`src/rtl/store_pkg.sv`:
```
// store_pkg: store-path size encodings and width helper shared by the store buffer and load-side logic
package store_pkg;
    typedef enum logic [1:0] {SZ_BYTE, SZ_HALF, SZ_WORD, SZ_DWORD} size_e;

    function automatic int clog2(input int v);
        int r = 0;
        while ((1 << r) < v) r++;
        return r;
    endfunction
endpackage

```
`src/rtl/wstrb_gen.sv`:
```
// wstrb_gen: byte-lane strobe, lane-replicated data and misalign flag for one access
module wstrb_gen
    import store_pkg::*;
#(
    parameter int DATA_W = 32,
    localparam int NB = DATA_W / 8,
    localparam int OFF_W = clog2(NB)
) (
    input  logic [OFF_W-1:0]  off,
    input  logic [1:0]        size,
    input  logic [DATA_W-1:0] data,
    output logic [NB-1:0]     strb,
    output logic [DATA_W-1:0] wdata,
    output logic              misalign
);
    assign strb = size == SZ_BYTE ? NB'(1) << off
                : size == SZ_HALF ? NB'(3) << off
                : size == SZ_WORD ? NB'(15) << off : {NB{1'b1}};
    assign wdata = size == SZ_BYTE ? {NB{data[7:0]}}
                 : size == SZ_HALF ? {NB/2{data[15:0]}}
                 : size == SZ_WORD ? {DATA_W/32{data[31:0]}} : data;
    // a dword access has no legal lane placement on a 32-bit path
    assign misalign = size == SZ_HALF ? off[0]
                    : size == SZ_WORD ? |off[1:0]
                    : size == SZ_DWORD ? (DATA_W == 32) || |off : 1'b0;
endmodule

```
`src/rtl/store_wbuf.sv`:
```
// store_wbuf: aligned store queue draining to data RAM over valid/ready.
// Define STORE_MERGE_EN to merge stores to the tail's aligned address instead of allocating.
module store_wbuf
    import store_pkg::*;
#(
    parameter int DATA_W = 32,
    parameter int ADDR_W = 32,
    parameter int DEPTH = 4,
    localparam int NB = DATA_W / 8,
    localparam int OFF_W = clog2(NB),
    localparam int PW = clog2(DEPTH)
) (
    input  logic              clk,
    input  logic              resetn,
    input  logic              req_valid,
    output logic              req_ready,
    input  logic              req_kill,
    input  logic [ADDR_W-1:0] req_addr,
    input  logic [DATA_W-1:0] req_data,
    input  logic [1:0]        req_size,
    output logic              ades,
    output logic [ADDR_W-1:0] ades_badvaddr,
    output logic              mem_valid,
    input  logic              mem_ready,
    output logic [ADDR_W-1:0] mem_addr,
    output logic [DATA_W-1:0] mem_wdata,
    output logic [NB-1:0]     mem_wstrb,
    output logic [PW:0]       count,
    output logic              empty
);
    typedef struct packed {
        logic [ADDR_W-1:0] addr;
        logic [DATA_W-1:0] data;
        logic [NB-1:0]     strb;
    } entry_t;

    entry_t            q [DEPTH];
    entry_t            head;
    logic [PW:0]       wp, rp;
    logic [ADDR_W-1:0] al_addr;
    logic [NB-1:0]     g_strb;
    logic [DATA_W-1:0] g_wdata;
    logic              mis, full, acc, pop, push, merge_ok, ades_nx;

    wstrb_gen #(.DATA_W(DATA_W)) u_gen (
        .off(req_addr[OFF_W-1:0]),
        .size(req_size),
        .data(req_data),
        .strb(g_strb),
        .wdata(g_wdata),
        .misalign(mis)
    );

    assign al_addr = {req_addr[ADDR_W-1:OFF_W], OFF_W'(0)};
    assign head = q[rp[PW-1:0]];
    assign count = wp - rp;
    assign empty = wp == rp;
    assign full = (wp[PW] != rp[PW]) && (wp[PW-1:0] == rp[PW-1:0]);
    // stale slots are never presented: outputs read zero while nothing is queued
    assign mem_valid = !empty;
    assign mem_addr = mem_valid ? head.addr : '0;
    assign mem_wdata = mem_valid ? head.data : '0;
    assign mem_wstrb = mem_valid ? head.strb : '0;
    assign pop = mem_valid & mem_ready;
    assign req_ready = !full || merge_ok;
    assign acc = req_valid & req_ready;
    assign ades_nx = acc & !req_kill & mis;
    assign push = acc & !req_kill & !mis & !merge_ok;

`ifdef STORE_MERGE_EN
    logic [PW-1:0]     tail_idx;
    entry_t            tail;
    logic [DATA_W-1:0] m_data;

    assign tail_idx = wp[PW-1:0] - 1'b1;
    assign tail = q[tail_idx];
    // a single-entry queue being drained this cycle cannot absorb new bytes
    assign merge_ok = !empty && tail.addr == al_addr && !(pop && tail_idx == rp[PW-1:0]) && !mis && !req_kill;

    always_comb begin
        m_data = tail.data;
        for (int i = 0; i < NB; i++)
            if (g_strb[i]) m_data[8*i +: 8] = g_wdata[8*i +: 8];
    end
`else
    assign merge_ok = 1'b0;
`endif

    always_ff @(posedge clk or negedge resetn)
        if (!resetn) begin
            wp <= '0;
            rp <= '0;
            ades <= 1'b0;
            ades_badvaddr <= '0;
        end else begin
            ades <= ades_nx;
            if (ades_nx) ades_badvaddr <= req_addr;
            if (push) wp <= wp + 1'b1;
            if (pop) rp <= rp + 1'b1;
        end

    always_ff @(posedge clk) begin
        if (push) q[wp[PW-1:0]] <= '{addr: al_addr, data: g_wdata, strb: g_strb};
`ifdef STORE_MERGE_EN
        if (acc && merge_ok) q[tail_idx] <= '{addr: tail.addr, data: m_data, strb: tail.strb | g_strb};
`endif
    end
endmodule

```
`config.mk`:
```
export PLATFORM = sky130hd
export DESIGN_NAME = store_wbuf
export DESIGN_NICKNAME = d
export VERILOG_FILES = /design/src/rtl/store_pkg.sv /design/src/rtl/wstrb_gen.sv /design/src/rtl/store_wbuf.sv
export SDC_FILE = /design/constraint.sdc
export NUM_CORES = 1
export LEC_CHECK = 0
export CORE_ASPECT_RATIO = 0.6
export CORE_MARGIN = 3
export CORE_UTILIZATION = 35
export CTS_BUF_LIST = sky130_fd_sc_hd__clkbuf_8
export CTS_CLUSTER_SIZE = 25
export DETAILED_ROUTE_END_ITERATION = 12
export GPL_ROUTABILITY_DRIVEN = 0
export PLACE_DENSITY = 0.57
export SYNTH_ARGS = -nofsm -noshare
export SYNTH_HDL_FRONTEND = slang
export SYNTH_SLANG_ARGS = --single-unit
export TNS_END_PERCENT = 50
```
`constraint.sdc`:
```
create_clock -name clk -period 4.2 [get_ports clk]
set_input_delay 0.63 -clock clk [delete_from_list [all_inputs] [get_ports clk]]
set_output_delay 0.63 -clock clk [all_outputs]
set_load 0.1 [all_outputs]
```
==> results.json, run 1 <==
{
  "status": "finished clean",
  "wirelength_um": 29300,
  "drc": 0,
  "synth_area_um2": 12400,
  "syn_to_final_growth_pct": 24.0,
  "cts_resized": 0,
  "synth.most_common_cell": "edfxtp_1",
  "port-buffer-count": 175,
  "synth.cells.most_frequent": "264 x edfxtp_1, 67 x and2_1, 66 x mux4_2",
  "fill_cells": 2965,
  "crit_family": "buffers and inverters",
  "grt_pass1_vias": 6863,
  "cts-root-buf": "clkbuf_8",
  "final_max_slew_viol_count": 0,
  "path_max_fanout": 55,
  "synth_cells": 606,
  "tns_ns": 0,
  "insertedDiodeCount": 0,
  "holdBufCountCts": 0,
  "core.rowCount": 52,
  "dp_worst_setup_slack_ns": 0.934,
  "grt_pass1_wl_um": 43700,
  "synthFlopType": "edfxtp_1",
  "use_met2": 0.234,
  "grt_max_degree": 70,
  "ys_types": 39,
  "busiest_layer": "met2",
  "critPathMaxStageDelay_ns": 0.65,
  "worst_pin_slew_ns": 1.05,
  "synth_edf_count": 264,
  "crit_buf_inv": 2,
  "cts.path.max_buffers": 3,
  "required_ns": 3.57,
  "antenna_left": 0,
  "fin_crit_sh": 0.880,
  "core_area_um2": 34300,
  "synth_top_area_cell": "edfxtp_1",
  "die_w_um": 249,
  "holdCritPathClass": "in2async",
  "worstReg2RegEnd": "q[3][29]$_DFFE_PP_",
  "drt_iter0_drc": 554,
  "reg2reg_from": "rp[0]$_DFFE_PN0P_",
  "drive_gt1_frac": 0.325,
  "synth_area_leaders": "edfxtp_1 64%, mux4_2 12%, dfrtp_1 7.9%",
  "crit_chain": "ha_1 > nand3_2 > buf_4 > and2_1 > buf_4",
  "start_kind": "register",
  "crit_path_frequent_cell": "buf_4",
  "track_usage": 0.155,
  "clkLatencyLatePin_ns": 0.57,
  "cts_setup_buffers": 0,
  "seqCellArea_um2": 8910,
  "io_pins": 178,
  "use_met3": 0.0351,
  "critPathKind": "reg2out",
  "finalNonFillerCells": 1309,
  "synthArstFlopShare": 0.129,
  "syn-mean-instance-area_um2": 20.4,
  "r2r_slack_ns": 1.36,
  "clk_pin_slew_ns": 0.06,
  "fp.dieArea_um2": 37700,
  "dieHeight_um": 152,
  "fin_hold_ws_ns": 0.215,
  "ys_ff_latch": 303,
  "setup_slack_ns": 0.506,
  "arrival_ns": 3.06,
  "yosysSeqAreaShare": 0.720,
  "cts_tree": "yes",
  "finalSetupViolCount": 0,
  "wire_per_inst_um": 22.4,
  "dp.cells": 1220,
  "multi_input_area_um2": 3210,
  "start_util": 0.361,
  "fin_skew_ns": 0.0211,
  "reg2regPathDepth": 5,
  "final_nets": 895,
  "dp_hpwl_um": 19000,
  "fmax_mhz": 271,
  "yosys_warnings": 0,
  "cts-buffers-inserted": 48,
  "dr_total_vias": 6302,
  "rsz0062_at_grt": "false",
  "cts_max_level": 2,
  "antenna_found_initial": 0,
  "crit_slowest_cell": "dfrtp_4",
  "grt_use_met1": 0.228,
  "first_pass_iters": 4,
  "endpoint_kind": "output port",
  "drv_cap": 0,
  "gr-total-overflow": 0,
  "hold_violations": 0,
  "via_per_inst": 4.81,
  "min_period_ns": 3.69,
  "cts.sinks": 303,
  "slew_headroom": 0.295,
  "yosys.area.top_type_share": 0.641
}
-- per-layer routing --
layer  part of all wire  vias up
met4              0.017        0
met2               0.45      192
li1                   -     2801
met1               0.48     3268
met3              0.053       41
met5                  0        -
-- worst register-to-register path: cells and delay by family (launching register included) --
family | cells | cell delay (ns)
AND/OR/NAND/NOR | 2 | 0.79
flip-flops | 1 | 0.65
adder cells (fa/ha/maj) | 1 | 0.42
buffers and inverters | 1 | 0.33
AO/OA/AOI/OAI | 1 | 0.29
-- registers in the layout, indices dropped and copies added, names as in the netlist --
| register | flops |
|---|---|
| ades_badvaddr | 32 |
| rp | 3 |
| q | 264 |
| wp | 3 |
| ades | 1 |
-- cell usage in the layout, fill, tap and decap left out, drive strengths merged, types with 3 or more instances in the layout --
cell type	instances
clkdlybuf4s50	102
nand3	5
inv	27
buf	86
clkbuf	52
ha	12
clkinv	18
nand2	11
xnor2	5
edfxtp	264
mux4	66
o21ai	13
mux2i	9
and3	4
dfrtp	39
nor2	3
mux2	49
and2	67
-- cell families after synthesis --
family                     after synthesis  share of synthesized area
AOI/OAI and AO/OA                       20                     0.0113
xor gates and xnor gates                 7                    0.00557
adders and majority gates               13                     0.0138
buffers and inverters                   43                     0.0226
DFF                                    303                      0.720
muxes                                  124                      0.181
other                                    1                   0.000303
and+or+nand+nor                         95                     0.0454
-- how the worst max path moves through the flow --
stage,to,slack [ns],depth (start not counted),start
after global placement,q[0][28]$_DFFE_PP_,0.99,7,req_addr[0]
after floorplan,mem_wdata[26],0.22,8,rp[1]$_DFFE_PN0P_
final,mem_addr[6],0.51,5,rp[0]$_DFFE_PN0P_
after detailed placement,q[1][22]$_DFFE_PP_,0.93,7,req_addr[0]
after global routing,mem_addr[20],0.19,5,rp[0]$_DFFE_PN0P_
after CTS,mem_addr[20],0.35,5,rp[0]$_DFFE_PN0P_
-- cell type report --
| type | count | area share |
|---|---|---|
| sequential | 303 | 0.581 |
| multi-input combinational | 261 | 0.209 |
| timing repair buffer | 188 | 0.113 |
| clock buffer | 52 | 0.0467 |
| tap | 459 | 0.0375 |
| clock inverter | 37 | 0.0105 |
| inverter | 9 | 0.00220 |
-- through the flow --
stage / util / cell area (um2)
after floorplan: - / 12400
after global placement: 0.422 / 14500
after detailed placement: 0.422 / 14500
after CTS: 0.447 / 15300
after global routing: 0.447 / 15300
final: 0.447 / 15300
Power of run 1 is not shown: default switching activity piles up to over one toggle a cycle in this logic, so the estimate is an artifact.
==> inputs of run 2 (changes only) <==
Settings changed: GPL_TIMING_DRIVEN set to 1.
==> results of run 2 <==
Same layout as run 1: the final DEF is identical, and so are final timing and power.
Power of run 2 is left out for the same reason.
